$ cat config.mk
export PLATFORM = sky130hd
export DESIGN_NAME = imem_boot_sequencer
export DESIGN_NICKNAME = d
export VERILOG_FILES = /design/src/rtl/imem_boot_sequencer.sv
export SDC_FILE = /design/constraint.sdc
export NUM_CORES = 1
export LEC_CHECK = 0
export CAP_MARGIN = 20
export CELL_PAD_IN_SITES_DETAIL_PLACEMENT = 0
export CELL_PAD_IN_SITES_GLOBAL_PLACEMENT = 1
export CORE_ASPECT_RATIO = 0.7
export CORE_MARGIN = 4
export CORE_UTILIZATION = 34
export CTS_BUF_LIST = sky130_fd_sc_hd__clkbuf_2 sky130_fd_sc_hd__clkbuf_4 sky130_fd_sc_hd__clkbuf_8
export CTS_CLUSTER_SIZE = 8
export DETAILED_ROUTE_END_ITERATION = 12
export GPL_TIMING_DRIVEN = 0
export PLACE_DENSITY = 0.76
export SYNTH_ARGS = -nofsm -noshare
export SYNTH_HDL_FRONTEND = slang
export SYNTH_SLANG_ARGS = --single-unit
$ cat constraint.sdc
create_clock -name clock -period 2.1 [get_ports clock]
set_clock_uncertainty 0.15 [all_clocks]
set_input_delay 0.21 -clock clock [delete_from_list [all_inputs] [get_ports clock]]
set_output_delay 0.21 -clock clock [all_outputs]
set_load 0.02 [all_outputs]
$ cat src/rtl/imem_boot_sequencer.sv
// Boot-time front end: streams host program words into instruction memory,
// then holds the processor's working enable for a programmed number of cycles.
module imem_boot_sequencer #(
  parameter int ADDR_W = 9,
  parameter int DATA_W = 32,
  parameter int DEPTH  = 512,
  parameter int CNT_W  = 16
) (
  input  logic              clock,
  input  logic              reset,
  input  logic              s_valid,
  output logic              s_ready,
  input  logic [DATA_W-1:0] s_data,
  input  logic              s_last,
  input  logic              start,
  input  logic              clear,
  input  logic [CNT_W-1:0]  run_cycles,
  output logic [ADDR_W-1:0] addr,
  output logic              wEn,
  output logic [DATA_W-1:0] wDat,
  output logic              working,
  output logic [ADDR_W:0]   wr_count,
  output logic              done,
  output logic              err_full
);

  typedef enum logic [2:0] {
    IDLE = 3'd0,
    LOAD = 3'd1,
    ARM  = 3'd2,
    RUN  = 3'd3,
    DONE = 3'd4
  } state_t;

  localparam logic [ADDR_W:0] LAST_ADDR = (ADDR_W + 1)'(DEPTH - 1);
  localparam logic [ADDR_W:0] ONE_W     = (ADDR_W + 1)'(1);
  localparam logic [CNT_W-1:0] ONE_C    = CNT_W'(1);
  localparam logic [CNT_W-1:0] ZERO_C   = '0;

  state_t              state_q, state_d;
  logic [ADDR_W-1:0]   addr_q, addr_d;
  logic                wen_q, wen_d;
  logic [DATA_W-1:0]   wdat_q, wdat_d;
  logic                working_q, working_d;
  logic [ADDR_W:0]     wr_count_q, wr_count_d;
  logic                done_q, done_d;
  logic                err_full_q, err_full_d;
  logic [CNT_W-1:0]    cnt_q, cnt_d;

  assign s_ready = (state_q == IDLE) || (state_q == LOAD);

  always_comb begin
    state_d    = state_q;
    addr_d     = addr_q;
    wen_d      = 1'b0;
    wdat_d     = wdat_q;
    working_d  = working_q;
    wr_count_d = wr_count_q;
    done_d     = done_q;
    err_full_d = err_full_q;
    cnt_d      = cnt_q;

    if (clear) begin
      state_d    = IDLE;
      working_d  = 1'b0;
      wr_count_d = '0;
      done_d     = 1'b0;
      err_full_d = 1'b0;
    end else begin
      case (state_q)
        IDLE, LOAD: begin
          if (s_valid) begin
            addr_d     = wr_count_q[ADDR_W-1:0];
            wdat_d     = s_data;
            wen_d      = 1'b1;
            wr_count_d = wr_count_q + ONE_W;
            // Filling the last slot ends the load even without s_last.
            if (s_last || (wr_count_q == LAST_ADDR)) begin
              state_d    = ARM;
              err_full_d = !s_last;
            end else begin
              state_d = LOAD;
            end
          end
        end
        ARM, DONE: begin
          if (start) begin
            cnt_d = run_cycles;
            if (run_cycles == ZERO_C) begin
              state_d = DONE;
              done_d  = 1'b1;
            end else begin
              state_d   = RUN;
              working_d = 1'b1;
              done_d    = 1'b0;
            end
          end
        end
        RUN: begin
          // cnt_q holds the cycles of working still owed including this one.
          if (cnt_q == ONE_C) begin
            state_d   = DONE;
            working_d = 1'b0;
            done_d    = 1'b1;
            cnt_d     = ZERO_C;
          end else begin
            cnt_d = cnt_q - ONE_C;
          end
        end
        default: begin
          state_d   = IDLE;
          working_d = 1'b0;
        end
      endcase
    end
  end

  always_ff @(posedge clock or posedge reset) begin
    if (reset) begin
      state_q    <= IDLE;
      addr_q     <= '0;
      wen_q      <= 1'b0;
      wdat_q     <= '0;
      working_q  <= 1'b0;
      wr_count_q <= '0;
      done_q     <= 1'b0;
      err_full_q <= 1'b0;
      cnt_q      <= '0;
    end else begin
      state_q    <= state_d;
      addr_q     <= addr_d;
      wen_q      <= wen_d;
      wdat_q     <= wdat_d;
      working_q  <= working_d;
      wr_count_q <= wr_count_d;
      done_q     <= done_d;
      err_full_q <= err_full_d;
      cnt_q      <= cnt_d;
    end
  end

  assign addr     = addr_q;
  assign wEn      = wen_q;
  assign wDat     = wdat_q;
  assign working  = working_q;
  assign wr_count = wr_count_q;
  assign done     = done_q;
  assign err_full = err_full_q;

endmodule

==> results of run 1 <==
path summary, 6_finish.rpt:
path                       cells after the start    endpoint      start  slack, ns
setup reg to reg                               6   cnt_q[13]   cnt_q[7]       0.03
min in group asynchronous                      3    cnt_q[1]      reset       0.53
setup / recovery                               6   cnt_q[13]   cnt_q[7]       0.03
hold / removal                                 2     wDat[5]  s_data[5]       0.31
hold reg to reg                                1     wDat[8]    wDat[8]       0.34
max in group asynchronous                      5  state_q[1]      reset       0.59
per-layer routing:
layer  GRT usage, %  vias up  share of wire (%)
met5              0        -                  0
met4          4.108        0               0.82
met3          4.336        8                5.0
met2          24.83       92                 47
met1          23.98     1555                 47
li1               -     1460                  -
kinds of logic after synthesis:
family          count (synthesis)
simple gates                   97
flops                          74
compound gates                 72
mux                            42
buf+inv                        28
xor+xnor                        9
fa+ha+maj                       3
per-stage QoR:
step                hold WS (ns)  power (W)  setup slack, ns  utilization, %
finish                    0.3130   0.005099          0.03104           52.77
global route              0.3062   0.005389         -0.02792           52.77
CTS                       0.3014   0.004968          0.01363           51.25
detailed placement        0.3237   0.003567          -0.3440           47.41
global placement          0.3155   0.003523          -0.3416           47.02
floorplan                 0.1511   0.002903          0.04425               -
sequential cells by signal, indices dropped and copies added, names as in the netlist:
register and flops:
wr_count 10, wDat 32, state_q 3, err_full 1, done 1, working 1
addr 9, wEn 1, cnt_q 16
power breakdown:
part           switching (W)  internal [W]  leakage [nW]
sequential          0.000351       0.00173         0.926
combinational       0.000838      0.000900          1.20
clock               0.000531      0.000748         0.120
total                0.00172       0.00338          2.24
cell type report:
cell class                      instances  area [sq um]
Inverter                               10         41.29
Sequential cell                        74          1858
Clock buffer                           12         158.9
Multi-Input combinational cell        223          1753
Buffer                                 15         158.9
Timing Repair Buffer                  126          1256
Clock inverter                          4         73.82
Fill cell                             922          4891
Tap cell                              132         165.2
what timing repair did:
action / in CTS / in global routing
hold endpoints to repair: 4 / 0
cloned: 1 / 1
pin swaps: 3 / 12
setup endpoints to repair: 59 / 54
resized for setup: 25 / 32
hold buffers: 1 / 0
setup buffers: 7 / 7
Yosys cell counts, drive strengths merged, types with 2 or more instances:
cell type | count | area share [%]
and3 | 2 | 0.35
nand4 | 4 | 0.69
nand3 | 6 | 0.83
a21oi | 13 | 1.8
mux2 | 41 | 13
o2bb2ai | 4 | 0.97
o211ai | 2 | 0.41
nor3b | 2 | 0.55
o22ai | 2 | 0.35
o41ai | 3 | 0.73
nand2 | 22 | 2.3
o21ai | 17 | 2.4
o21a | 2 | 0.41
dfrtp | 74 | 51
a31oi | 3 | 0.69
clkbuf | 5 | 0.55
a211oi | 2 | 0.41
or3 | 3 | 0.52
a32oi | 3 | 0.73
xor2 | 5 | 1.2
nand2b | 2 | 0.35
a22o | 6 | 1.5
o31ai | 3 | 0.62
buf | 13 | 2.7
nor3 | 10 | 1.4
a22oi | 3 | 0.62
nor4 | 8 | 2.0
nor2 | 28 | 3.0
or4 | 3 | 0.83
ha | 3 | 1.0
inv | 10 | 1.0
xnor2 | 4 | 0.97
==> results.sh, run 1 <==
export IMPL_timing_critical_path_fanout_max=5
export IMPL_avgRoutedWirePerCell_um=17.54
export IMPL_timing_final_setup_violations=0
export IMPL_antenna_cells_inserted=0
export IMPL_clkLatencyLatePin_ns=0.35
export IMPL_layout_commonest_cell="clkdlybuf4s50_1"
export IMPL_grt_antenna_before_repair=0
export IMPL_slew_headroom_pct=64.87
export IMPL_dpl_instance_area_sq_um=4910
export IMPL_critPathKind="flop to flop"
export IMPL_floorplan_core_area_sq_um=10360
export IMPL_grt_overflow_total=0
export IMPL_fp_dieW_um=131.3
export IMPL_cts_root_to_sink_buffers=2
export IMPL_ios=110
export IMPL_syn2layout_area_growth_pct=50.99
export IMPL_tightest_slew_ns=0.5222
export IMPL_outcome="complete, no violations"
export IMPL_worst_setup_path_end_kind="flop"
export IMPL_ys_async_sr_fraction_pct=100.0
export IMPL_detailedRoute_firstIterationViolations=169
export IMPL_chipHeight_um=94.33
export IMPL_setup_tns_final_ns=0
export IMPL_worst_path_dominant_cell_family="simple AND/OR/NAND/NOR gates"
export IMPL_firstDrtPassIters=4
export IMPL_crit_chain="or4_4 > nor4_4 > buf_4 > nand2_2 > a21oi_2 > o22ai_1"
export IMPL_grt_pass1_vias=3111
export IMPL_number_of_vias_per_cell=5.227
export IMPL_timing_critical_path_arrival_ns=2.15
export IMPL_cts_sink_count=74
export IMPL_grt_pass1_wl_um=16480
export IMPL_cp_slowest_stage_delay_ns=0.58
export IMPL_postSynth_topFlopCell="dfrtp_1"
export IMPL_tritoncts_num_buffers=9
export IMPL_cell_area_power_density_nw_per_um2=932.9
export IMPL_grt_max_degree=42
export IMPL_syn_area_per_cell_sq_um=11.14
export IMPL_synth_lib_cells_used_distinct=60
export IMPL_maxCapViolations=0
export IMPL_holdCritPathClass="input pin to flop"
export IMPL_routed_wirelength_um=10450
export IMPL_cts_reportedPaths_clkPinSlew_ns=0.08
export IMPL_path_buf_inv=1
export IMPL_worst_endpoint_required_ns=2.18
export IMPL_synth_seq_cells=74
export IMPL_drive_above_1_share_pct=24.35
export IMPL_core_rowCount=31
export IMPL_yosys_mux_area_fraction_pct=13.03
export IMPL_dpl_cell_count=567
export IMPL_grt_usage_pct=16.56
export IMPL_synth_sequential_area_ratio_pct=51.16
export IMPL_synthesis_nets=382
export IMPL_ys_warn_count=0
export IMPL_max_clock_freq_ghz=0.4833
export IMPL_post_route_design_area_sq_um=5465
export IMPL_worst_ir_drop_vdd_v=0.0004042
export IMPL_htree_num_levels=3
export IMPL_synth_adder_area_share_pct=1.037
export IMPL_yosys_area_share_simple_pct=14.41
export IMPL_synth_compound_gate_area_share_pct=13.86
export IMPL_timing_critical_path_slowest_stage_cell="or4_4"
export IMPL_initial_utilization_pct=34.95
export IMPL_finalWorstPathRequiredPeriod_ns=2.069
export IMPL_synth_xor_xnor_area_share_pct=2.178
export IMPL_design_die_area_sq_um=12390
export IMPL_route_vias_total=3115
export IMPL_final_cell_mix="107 x clkdlybuf4s50_1, 69 x dfrtp_1, 33 x mux2_2, 25 x nor2_1, 20 x nand2_1"
export IMPL_dominant_combinational_cell_family_by_area_after_synthesis="simple AND/OR/NAND/NOR gates"
export IMPL_final_hold_viols=0
export IMPL_syn_area_sq_um=3620
export IMPL_rsz0062_at_grt="true"
export IMPL_postSynthCellCount=325
export IMPL_timing_critical_path_from_type="flop"
export IMPL_detailed_place_hpwl_um=7533
export IMPL_cts_root_buffer="clkbuf_8"
export IMPL_place_gp_congestion=0.8413
export IMPL_maxSlewViolCount=0
export IMPL_min_period_over_period_pct=98.52
export IMPL_drc=0
export IMPL_clock_tree_from_tritoncts="done"
export IMPL_power_leakage_nw=2.244
export IMPL_ant_nets=0
export IMPL_finish_cell_count_without_fillers=596
export IMPL_synth_edff_count=0
export IMPL_place_port_buffers=108
export IMPL_nets=516
Note: power is estimated with default switching activity, not from simulation.
==> inputs of run 2 (changes only) <==
==> config.mk (replaced) <==
export PLATFORM = sky130hd
export DESIGN_NAME = imem_boot_sequencer
export DESIGN_NICKNAME = d
export VERILOG_FILES = /design/src/rtl/imem_boot_sequencer.sv
export SDC_FILE = /design/constraint.sdc
export NUM_CORES = 1
export LEC_CHECK = 0
export CAP_MARGIN = 20
export CELL_PAD_IN_SITES_DETAIL_PLACEMENT = 1
export CELL_PAD_IN_SITES_GLOBAL_PLACEMENT = 2
export CORE_ASPECT_RATIO = 0.7
export CORE_MARGIN = 4
export CORE_UTILIZATION = 27
export CTS_BUF_LIST = sky130_fd_sc_hd__clkbuf_2 sky130_fd_sc_hd__clkbuf_4 sky130_fd_sc_hd__clkbuf_8
export CTS_CLUSTER_SIZE = 8
export DETAILED_ROUTE_END_ITERATION = 12
export GPL_TIMING_DRIVEN = 0
export PLACE_DENSITY = 0.75
export SYNTH_ARGS = -nofsm -noshare
export SYNTH_HDL_FRONTEND = slang
export SYNTH_SLANG_ARGS = --single-unit
==> results.sh, run 2 (synthesis gave the netlist of run 1 again) <==
export IMPL_grt_pass1_vias=3365
export IMPL_timing_critical_path_arrival_ns=2.22
export IMPL_utilization_pct=42.73
export IMPL_drc=0
export IMPL_initial_utilization_pct=27.55
export IMPL_number_of_vias_per_cell=4.934
export IMPL_rsz0062_at_grt="true"
export IMPL_nets=527
export IMPL_fp_dieW_um=146.4
export IMPL_holdCritPathClass="input pin to asynchronous set/reset pin"
export IMPL_place_port_buffers=108
export IMPL_capturing_instance_or_port_of_the_critical_path="cnt_q[9]"
export IMPL_sw_frac_of_total_pct=36.35
export IMPL_path_depth=5
export IMPL_avgRoutedWirePerCell_um=18.78
export IMPL_ant_nets=0
export IMPL_antenna_cells_inserted=0
export IMPL_grt_antenna_before_repair=0
export IMPL_grt_overflow_total=0
export IMPL_slew_headroom_pct=65.56
export IMPL_critPathKind="flop to flop"
export IMPL_detailedRoute_firstIterationViolations=127
export IMPL_worst_path_dominant_cell_family="simple AND/OR/NAND/NOR gates"
export IMPL_maxCapViolations=0
export IMPL_min_period_over_period_pct=101.7
export IMPL_crit_chain="or4_4 > or4_4 > nor3_4 > o21ai_1 > o2bb2ai_1"
export IMPL_timing_final_setup_violations=2
export IMPL_cts_reportedPaths_clkPinSlew_ns=0.09
export IMPL_tritoncts_num_buffers=9
export IMPL_grt_max_degree=34
export IMPL_htree_num_levels=3
export IMPL_cts_sink_count=74
export IMPL_holdBufCountCts=0
export IMPL_timing_critical_path_fanout_max=5
export IMPL_final_hold_viols=0
export IMPL_max_clock_freq_ghz=0.4680
export IMPL_ios=110
export IMPL_final_cell_mix="107 x clkdlybuf4s50_1, 67 x dfrtp_1, 33 x mux2_2, 25 x nor2_1, 22 x buf_4"
export IMPL_drive_above_1_share_pct=26.74
export IMPL_crit_path_start="cnt_q[3]"
export IMPL_p_sw_w=0.001849
export IMPL_clock_tree_from_tritoncts="done"
export IMPL_timing_critical_path_slowest_stage_cell="or4_4"
export IMPL_cts_root_to_sink_buffers=2
export IMPL_syn2layout_area_growth_pct=55.10
export IMPL_violated_checks="setup timing"
export IMPL_cts_root_buffer="clkbuf_8"
export IMPL_power_combinational_fraction_pct=38.7
export IMPL_outcome="finished with violations"
export IMPL_floorplan_core_area_sq_um=13140
export IMPL_grt_usage_pct=15.55
export IMPL_worst_endpoint_required_ns=2.18
export IMPL_chipHeight_um=104.9
export IMPL_grt_pass1_wl_um=19060
export IMPL_route_vias_total=3163
export IMPL_tightest_slew_ns=0.5166
export IMPL_timing_critical_path_from_type="flop"
export IMPL_power_report_internal_total_w=0.003238
export IMPL_cell_area_power_density_nw_per_um2=906.0
export IMPL_p_seq_share_pct=40.8
export IMPL_finalWorstPathRequiredPeriod_ns=2.137
export IMPL_largest_register_ffs=32
export IMPL_path_buf_inv=0
export IMPL_layout_filler_cells=1441
export IMPL_routed_wirelength_um=12040
export IMPL_preCtsSetupSlack_ns=-0.4033
export IMPL_worst_setup_path_end_kind="flop"
export IMPL_timing_reg2reg_setup_slack_ns=-0.04
export IMPL_firstDrtPassIters=4
export IMPL_crit_reg2reg_launch="cnt_q[3]"
export IMPL_clkLatencyLatePin_ns=0.34
export IMPL_finalPower_w=0.005086
export IMPL_cp_slowest_stage_delay_ns=0.61
export IMPL_clkPwrFrac_pct=20.5
export IMPL_cpMostUsedCell="or4_4"
export IMPL_detailed_place_hpwl_um=8658
export IMPL_power_leakage_nw=2.282
export IMPL_worst_ir_drop_vdd_v=0.0003163
export IMPL_timing_rr_end="cnt_q[9]"
export IMPL_place_gp_congestion=0.8115
export IMPL_setup_ws_ns=-0.03671
export IMPL_worst_r2r_path_depth=5
export IMPL_core_rowCount=35
export IMPL_design_die_area_sq_um=15350
export IMPL_maxSlewViolCount=0
export IMPL_layout_commonest_cell="clkdlybuf4s50_1"
==> run 2: what timing repair did <==
| item | CTS | global route |
|---|---|---|
| buffers inserted | 12 | 14 |
| cloned | 1 | 0 |
| setup endpoints to repair | 64 | 57 |
| pin swaps | 4 | 10 |
| hold endpoints to repair | 0 | 0 |
| resized for setup | 38 | 28 |
==> run 2: cell type report <==
| cell class | count | area [sq um] | area share [%] |
|---|---|---|---|
| buffer | 15 | 175.2 | 3.120 |
| clock buffer | 11 | 145.1 | 2.585 |
| clock inverter | 5 | 38.79 | 0.6909 |
| inverter | 10 | 41.29 | 0.7355 |
| multi-input combinational | 223 | 1770 | 31.54 |
| sequential | 74 | 1861 | 33.14 |
| tap | 166 | 207.7 | 3.700 |
| timing repair buffer | 137 | 1375 | 24.49 |
==> run 2: worst reg2reg max path, stage by stage (launching register included) <==
cell	delay, ns
dfrtp_2	0.45
or4_4	0.61
or4_4	0.47
nor3_4	0.13
o21ai_1	0.08
o2bb2ai_1	0.13
==> run 2: power by group through the flow <==
stage | logic (W) | clock network (W) | registers, W
6_report | 0.00197 | 0.00104 | 0.00208
5_1_grt | 0.00211 | 0.00115 | 0.00212
4_1_cts | 0.00171 | 0.00110 | 0.00207
3_5_place_dp | 0.00157 | 0 | 0.00205
3_3_place_gp | 0.00152 | 0 | 0.00202
2_1_floorplan | 0.000740 | 0 | 0.00216
==> run 2: worst min path at each step <==
stage | end | start | depth (start not counted)
after floorplan | err_full | s_last | 1
after global placement | wDat[6] | wDat[6] | 1
after detailed placement | wDat[8] | wDat[8] | 1
after CTS | wDat[11] | reset | 2
after global routing | wDat[6] | reset | 2
final | wDat[9] | reset | 2
==> run 2: metal layers <==
metal	GRT usage (%)	routed length, um	up-vias
met2	24.86	5740	73
met3	2.991	496	6
li1	-	-	1487
met1	22.21	5734	1597
met5	0	0	-
met4	2.819	67	0
==> run 2: metrics by stage <==
stage               cells    TNS, ns  area [sq um]  hold slack (ns)
global route          641    -0.1804          5614          0.05516
floorplan             325          0          3623           0.1511
CTS                   628  -0.006808          5401          0.03010
detailed placement    601     -20.56          4952           0.3254
finish                641   -0.07192          5614          0.03536
global placement      599     -25.93          4912           0.3156
